<file path="src/rtl/sdram_arb_pkg.sv">
// Shared types for the SDRAM access arbiter.
//   arb_state_t : burst-level FSM encoding (2 bits), exported on o_dbg_state.
//   owner_t     : which client currently owns (or last owned) the SDRAM port.
package sdram_arb_pkg;

  typedef enum logic [1:0] {
    ST_IDLE    = 2'd0,
    ST_ISSUE   = 2'd1,
    ST_DATA    = 2'd2,
    ST_RELEASE = 2'd3
  } arb_state_t;

  typedef enum logic {
    OWN_READ  = 1'b0,
    OWN_WRITE = 1'b1
  } owner_t;

endpackage

</file>
<file path="src/rtl/sdram_arb_pick.sv">
// Grant decision for the SDRAM arbiter plus the write-starvation counter.
// Ports:
//   CLK, RST      clock, asynchronous active-high reset
//   decide        arbiter is idle and may take a decision this cycle
//   wr_pend       registered writer request
//   rd_pend       registered reader request
//   rd_urgent     registered VGA low-water flag
//   last_owner    owner of the most recently completed burst
//   grant_wr      grant the writer this cycle (combinational)
//   grant_rd      grant the reader this cycle (combinational)
module sdram_arb_pick
  import sdram_arb_pkg::*;
#(
  parameter int unsigned StarveLimit = 4
) (
  input  logic   CLK,
  input  logic   RST,
  input  logic   decide,
  input  logic   wr_pend,
  input  logic   rd_pend,
  input  logic   rd_urgent,
  input  owner_t last_owner,
  output logic   grant_wr,
  output logic   grant_rd
);

  localparam int unsigned StarveWidth = $clog2(StarveLimit + 1);

  logic [StarveWidth-1:0] starve_cnt_q;
  logic                   starved;

  assign starved = (starve_cnt_q >= StarveWidth'(StarveLimit));

  // First match wins: starved writer, urgent reader, round-robin, single requester.
  always_comb begin
    grant_wr = 1'b0;
    grant_rd = 1'b0;
    if (decide) begin
      if (wr_pend && starved) begin
        grant_wr = 1'b1;
      end else if (rd_pend && rd_urgent) begin
        grant_rd = 1'b1;
      end else if (wr_pend && rd_pend) begin
        if (last_owner == OWN_READ) grant_wr = 1'b1;
        else                        grant_rd = 1'b1;
      end else if (wr_pend) begin
        grant_wr = 1'b1;
      end else if (rd_pend) begin
        grant_rd = 1'b1;
      end
    end
  end

  // Counts read grants handed out while the writer waits; saturates at the limit.
  always_ff @(posedge CLK or posedge RST) begin
    if (RST) begin
      starve_cnt_q <= '0;
    end else if (grant_wr) begin
      starve_cnt_q <= '0;
    end else if (grant_rd && wr_pend && !starved) begin
      starve_cnt_q <= starve_cnt_q + StarveWidth'(1);
    end
  end

endmodule

</file>
<file path="src/rtl/sdram_access_arbiter.sv">
// Shares the single SDRAM controller port between the frame writer and the
// VGA line-fetch reader, one whole burst at a time.
// Ports:
//   CLK, RST                 clock, asynchronous active-high reset
//   i_wr_req/i_wr_addr       writer burst request (held until o_wr_grant) and start address
//   i_wr_data                writer current beat, forwarded on o_sdram_wdata
//   o_wr_grant, o_wr_valid   writer grant pulse, write beat consumed
//   i_rd_req/i_rd_addr       reader burst request (held until o_rd_grant) and start address
//   i_rd_urgent              VGA line FIFO below low-water mark
//   o_rd_grant               reader grant pulse
//   o_rd_valid/o_rd_data     read beat, one cycle after the controller strobe
//   o_cmd_valid/we/addr      burst command to the SDRAM controller
//   i_cmd_ready              controller accepts command
//   i_beat_wr, i_beat_rd     controller data-beat strobes; i_rd_beat_data read beat
//   o_busy                   burst in progress (state != IDLE)
//   o_err                    sticky stray-strobe flag
//   o_dbg_state              FSM state
// Handshake: the command transfers on the cycle o_cmd_valid && i_cmd_ready are
// both high; o_cmd_we/o_cmd_addr are stable from grant until that cycle.
// Beat strobes are single-cycle events with no back-pressure; a strobe only
// counts in DATA and for the owning direction, anything else raises o_err.
module sdram_access_arbiter
  import sdram_arb_pkg::*;
#(
  parameter int unsigned BurstLengthSDRAM  = 8,
  parameter int unsigned PixelBitWidth     = 16,
  parameter int unsigned AddressWidthSDRAM = 24,
  parameter int unsigned StarveLimit       = 4
) (
  input  logic                         CLK,
  input  logic                         RST,
  input  logic                         i_wr_req,
  input  logic [AddressWidthSDRAM-1:0] i_wr_addr,
  input  logic [PixelBitWidth-1:0]     i_wr_data,
  output logic                         o_wr_grant,
  output logic                         o_wr_valid,
  input  logic                         i_rd_req,
  input  logic [AddressWidthSDRAM-1:0] i_rd_addr,
  input  logic                         i_rd_urgent,
  output logic                         o_rd_grant,
  output logic                         o_rd_valid,
  output logic [PixelBitWidth-1:0]     o_rd_data,
  output logic                         o_cmd_valid,
  output logic                         o_cmd_we,
  output logic [AddressWidthSDRAM-1:0] o_cmd_addr,
  input  logic                         i_cmd_ready,
  output logic [PixelBitWidth-1:0]     o_sdram_wdata,
  input  logic                         i_beat_wr,
  input  logic                         i_beat_rd,
  input  logic [PixelBitWidth-1:0]     i_rd_beat_data,
  output logic                         o_busy,
  output logic                         o_err,
  output arb_state_t                   o_dbg_state
);

  localparam int unsigned BeatWidth = $clog2(BurstLengthSDRAM) + 1;

  arb_state_t                   state_q, state_d;
  owner_t                       owner_q, last_owner_q;
  logic [BeatWidth-1:0]         beat_cnt_q;
  logic                         wr_req_q, rd_req_q, rd_urgent_q;
  logic                         wr_grant_q, rd_grant_q;
  logic                         cmd_we_q;
  logic [AddressWidthSDRAM-1:0] cmd_addr_q;
  logic                         rd_valid_q;
  logic [PixelBitWidth-1:0]     rd_data_q;
  logic                         err_q;

  logic grant_wr, grant_rd;
  logic in_idle, in_issue, in_data, in_release;
  logic wr_hit, rd_hit, beat_hit, stray;
  logic last_beat;

  sdram_arb_pick #(
    .StarveLimit (StarveLimit)
  ) u_pick (
    .CLK        (CLK),
    .RST        (RST),
    .decide     (in_idle),
    .wr_pend    (wr_req_q),
    .rd_pend    (rd_req_q),
    .rd_urgent  (rd_urgent_q),
    .last_owner (last_owner_q),
    .grant_wr   (grant_wr),
    .grant_rd   (grant_rd)
  );

  // State register.
  always_ff @(posedge CLK or posedge RST) begin
    if (RST) state_q <= ST_IDLE;
    else     state_q <= state_d;
  end

  // Next-state logic.
  always_comb begin
    state_d = state_q;
    unique case (state_q)
      ST_IDLE:    if (grant_wr || grant_rd) state_d = ST_ISSUE;
      ST_ISSUE:   if (i_cmd_ready)          state_d = ST_DATA;
      ST_DATA:    if (beat_hit && last_beat) state_d = ST_RELEASE;
      ST_RELEASE: state_d = ST_IDLE;
      default:    state_d = ST_IDLE;
    endcase
  end

  // Output / strobe decode. A strobe in the ISSUE cycle that carries
  // i_cmd_ready is outside DATA and therefore not counted.
  always_comb begin
    in_idle    = (state_q == ST_IDLE);
    in_issue   = (state_q == ST_ISSUE);
    in_data    = (state_q == ST_DATA);
    in_release = (state_q == ST_RELEASE);
    wr_hit     = in_data && (owner_q == OWN_WRITE) && i_beat_wr;
    rd_hit     = in_data && (owner_q == OWN_READ)  && i_beat_rd;
    beat_hit   = wr_hit || rd_hit;
    stray      = (i_beat_wr && !wr_hit) || (i_beat_rd && !rd_hit);
    last_beat  = (beat_cnt_q == BeatWidth'(BurstLengthSDRAM - 1));
  end

  // Datapath: request sampling, grant pulses, command latch, beat counter.
  always_ff @(posedge CLK or posedge RST) begin
    if (RST) begin
      wr_req_q     <= 1'b0;
      rd_req_q     <= 1'b0;
      rd_urgent_q  <= 1'b0;
      wr_grant_q   <= 1'b0;
      rd_grant_q   <= 1'b0;
      owner_q      <= OWN_READ;
      last_owner_q <= OWN_READ;
      cmd_we_q     <= 1'b0;
      cmd_addr_q   <= '0;
      beat_cnt_q   <= '0;
      rd_valid_q   <= 1'b0;
      rd_data_q    <= '0;
      err_q        <= 1'b0;
    end else begin
      wr_req_q    <= i_wr_req;
      rd_req_q    <= i_rd_req;
      rd_urgent_q <= i_rd_urgent;
      wr_grant_q  <= grant_wr;
      rd_grant_q  <= grant_rd;
      // Command fields are captured at the decision so a requester may drop
      // or change its lines once it sees the grant.
      if (grant_wr || grant_rd) begin
        owner_q    <= grant_wr ? OWN_WRITE : OWN_READ;
        cmd_we_q   <= grant_wr;
        cmd_addr_q <= grant_wr ? i_wr_addr : i_rd_addr;
      end
      if (beat_hit)        beat_cnt_q <= beat_cnt_q + BeatWidth'(1);
      else if (in_release) beat_cnt_q <= '0;
      if (in_release) last_owner_q <= owner_q;
      rd_valid_q <= rd_hit;
      if (rd_hit) rd_data_q <= i_rd_beat_data;
      if (stray) err_q <= 1'b1;
    end
  end

  assign o_wr_grant    = wr_grant_q;
  assign o_rd_grant    = rd_grant_q;
  assign o_wr_valid    = wr_hit;
  assign o_rd_valid    = rd_valid_q;
  assign o_rd_data     = rd_data_q;
  assign o_cmd_valid   = in_issue;
  assign o_cmd_we      = cmd_we_q;
  assign o_cmd_addr    = cmd_addr_q;
  assign o_sdram_wdata = i_wr_data;
  assign o_busy        = !in_idle;
  assign o_err         = err_q;
  assign o_dbg_state   = state_q;

endmodule

</file>
<file path="config.mk">
export PLATFORM = sky130hd
export DESIGN_NAME = sdram_access_arbiter
export DESIGN_NICKNAME = d
export VERILOG_FILES = /design/src/rtl/sdram_arb_pkg.sv /design/src/rtl/sdram_arb_pick.sv /design/src/rtl/sdram_access_arbiter.sv
export SDC_FILE = /design/constraint.sdc
export NUM_CORES = 1
export LEC_CHECK = 0
export BUFFER_PORTS_ARGS = -buffer_cell sky130_fd_sc_hd__buf_2
export CAP_MARGIN = 10
export CORE_ASPECT_RATIO = 1.75
export CORE_UTILIZATION = 49
export CTS_BUF_LIST = sky130_fd_sc_hd__clkbuf_4 sky130_fd_sc_hd__clkbuf_8
export DETAILED_ROUTE_END_ITERATION = 10
export PLACE_DENSITY = 0.82
export SETUP_SLACK_MARGIN = 0.2
export SKIP_CTS_REPAIR_TIMING = 1
export SLEW_MARGIN = 20
export SYNTH_ARGS = -nofsm -noshare
export SYNTH_HDL_FRONTEND = slang
export SYNTH_SLANG_ARGS = --single-unit
</file>
<file path="constraint.sdc">
create_clock -name CLK -period 1.84 [get_ports CLK]
set_input_delay 0.092 -clock CLK [delete_from_list [all_inputs] [get_ports CLK]]
set_output_delay 0.092 -clock CLK [all_outputs]
set_load 0.01 [all_outputs]
</file>
==> summary.txt <==
Status
  • Status: finished clean

Floorplan
  • Full die area: 0.00758 mm2
  • Core Box Area: 0.00691 mm2
  • Chip height: about 110 um
  • Initial Utilization: about half
  • Row count: 40
  • Die W: 66.3 um
  • Top-level port count: around 150

GRT
  • Global-route wire length before repair: 13,600 um
  • Initial antenna violation count: 0
  • Pin count of the biggest net entering global routing: 59
  • Global route total overflow: 0
  • Vias in the first global route: 3,098
  • Global Route Usage Sum: 23.2%

Route
  • Initial DRC count: 298
  • Post-DRT Antenna Nets: 0
  • Final wirelength: a little over 9000 um
  • WL per Instance: about 16 um
  • Vias: 3,226
  • Via density: 5.74
  • Router iterations before antenna repair: 4
  • DR DRC count: 0

Clocking
  • Clk root buf: clkbuf_8
  • Clk buf depth: 2
  • Skew-Pair Late Insertion Delay: 0.33 ns
  • Clk pin slew, worst setup/hold paths: around 0.07 ns
  • Cts bufs inserted: 9
  • H-tree Lvls: 3
  • TritonCTS Sinks: 58
  • CTS tree: done

Synthesis
  • Post-Syn Instances: between 300 and 400
  • Synth warn: 0
  • Post-synthesis net count: 448
  • Synth top area share: 41.0%
  • Post-synth top flop: dfrtp_1
  • Post-synthesis sequential area ratio: 41.0%
  • Synth Register Bits: 58
  • Post-synth top area cell: dfrtp_1
  • Synth async-reset ratio: 100%
  • Synth area leaders: dfrtp_1, a2111oi_2, mux2_2
  • EDFF count, synth: 0
  • Avg Cell Area, Syn: roughly 10 um2
  • Post-Syn Area: around 0.0035 mm2
  • Synth unique cells: 37

Min path
  • Hold path cells: 3
  • Worst Hold Class: input port to flop
  • Min-Delay Endpoint: o_cmd_addr[23]
  • Hold Startpoint: i_rd_addr[23]

Layout
  • Syn-to-layout area delta: 29.7%
  • Share of post-route cells with drive strength above 1: 48.3%
  • ANT cells: 0
  • Final nets: approximately 570

Worst setup path
  • Reg-to-Reg Start: rd_req_q
  • Reg2Reg Depth: 5
  • Worst reg2reg setup slack: 0.30 ns
  • Critical path origin: rd_req_q
  • Critical path class: flop to flop
  • Critical path required time: 2.03 ns
  • Arrival time worst endpoint: 1.73 ns
  • CP Launch Type: flop
  • CP Capture Type: flop
  • Worst Path Max Fanout: 47
  • RR Endpoint: o_cmd_addr[8]

Timing
  • Fin crit share: 83.7%
  • Setup TNS: 0 ns
  • Fin. max-slew vios: 0
  • Slew headroom: between 60% and 70%
  • Max Fclk: 0.649 GHz
  • Minimum clock period: 1.54 ns
  • Final Skew: about 0.0069 ns
  • Tightest Pin Transition: 0.454 ns
  • Endpoints failing setup: 0
  • RSZ-0062 raised after global routing: false
  • Hold Vio Cnt, Final: 0

Pwr
  • P per Cell Area: 1560 mW/mm2
  • P_leak: around 2.1 nW
  • Worst VDD drop: approximately 780 uV
  • Total power: 7.14 mW

Placement
  • HPWL reported at the end of detailed placement: approximately 6000 um
  • Placer congestion estimate: roughly 0.74
  • Port bufs: 121

Run
  • Max cap viols: 0
[routing by layer]
metal | wire length [um] | track usage, %
met1 | 3690 | 26.0
met2 | 4770 | 40.0
met3 | 491 | 6.87
met4 | 163 | 9.93
met5 | 0 | 0
[per-stage QoR]
stage | setup WS, ns | cells | instance area (um2) | hold WS (ns) | utilization (%)
2_1_floorplan | 0.204 | 352 | 3570 | 0.123 | -
3_3_place_gp | 0.242 | 525 | 4120 | 0.178 | 59.7
3_5_place_dp | 0.118 | 525 | 4120 | 0.181 | 59.7
4_1_cts | 0.113 | 541 | 4350 | -0.181 | 63.0
5_1_grt | 0.214 | 562 | 4590 | 0.00901 | 66.5
6_report | 0.300 | 562 | 4590 | 0.0166 | 66.5
[registers in the layout (all words and copies together) (netlist names), 2 cells and up]
signal / cells
o_dbg_state: 2
beat_cnt_q: 4
o_cmd_addr: 24
u_pick.starve_cnt_q: 3
o_rd_data: 16
[cell usage after synthesis, drive strengths merged (2+ instances only)]
cell type  count
o221ai         2
o21ai          2
a21oi         27
nor2          51
and3           3
inv           12
mux2i          3
nand2          5
dfrtp         58
a2111oi       23
ha             8
nand2b         3
nand4          3
a211oi        25
nand3b        24
or2           24
and2           2
a21o           2
clkbuf         8
buf           38
mux2          19
[worst max-delay path, cell delays in order, from the launching register on]
cell and delay, ns:
dfrtp_2 0.48, buf_12 0.20, buf_4 0.17, or2_2 0.29, a21oi_1 0.19, a2111oi_2 0.06
[where the power goes]
group          internal [mW]  switching [mW]
clock network          0.805           0.491
logic                   1.66            1.93
registers               1.86           0.394
total                   4.33            2.81
[layout make-up]
cell class	count	area (um2)
Clock buffer	15	194
Tap cell	84	105
Clock inverter	1	30.0
Multi-Input combinational cell	236	1780
Timing Repair Buffer	156	981
Inverter	12	47.5
Sequential cell	58	1450
Fill cell	536	2310
[cell families (layout without fill, tap and decap cells)]
| kind of cell | Yosys count | count (layout) | share of synthesized area, % |
|---|---|---|---|
| buffers and inverters | 58 | 184 | 10.0 |
| muxes | 22 | 22 | 6.89 |
| and+or+nand+nor | 118 | 118 | 18.0 |
| DFF | 58 | 58 | 41.0 |
| adders and majority gates | 8 | 8 | 2.83 |
| AOI/OAI and AO/OA | 88 | 88 | 21.2 |
[cell usage in the layout, fill, tap and decap left out, drive strengths merged]
| cell | n |
|---|---|
| a221oi | 1 |
| o21ai | 2 |
| o22ai | 1 |
| o31a | 1 |
| o21ba | 1 |
| bufinv | 1 |
| mux2i | 3 |
| nand3 | 1 |
| or2 | 24 |
| a2111oi | 23 |
| nand3b | 24 |
| nor2b | 1 |
| inv | 12 |
| mux2 | 19 |
| a211oi | 25 |
| o221ai | 2 |
| o211ai | 1 |
| a21o | 2 |
| nand2 | 5 |
| and3 | 3 |
| a21oi | 27 |
| ha | 8 |
| and2 | 2 |
| nor2 | 51 |
| nand4 | 3 |
| clkbuf | 15 |
| buf | 136 |
| nand2b | 3 |
| o311ai | 1 |
| dfrtp | 58 |
| or3b | 1 |
| dlygate4sd3 | 20 |
| o211a | 1 |
[worst max path at each step]
| stage | depth (start not counted) | end |
|---|---|---|
| final | 5 | o_cmd_addr[8] |
| after global routing | 6 | o_cmd_addr[21] |
| after CTS | 6 | o_cmd_addr[20] |
| after detailed placement | 6 | o_cmd_addr[20] |
| after global placement | 6 | o_cmd_addr[22] |
| after floorplan | 7 | o_cmd_addr[23] |
(Power assumes the default switching activity.)
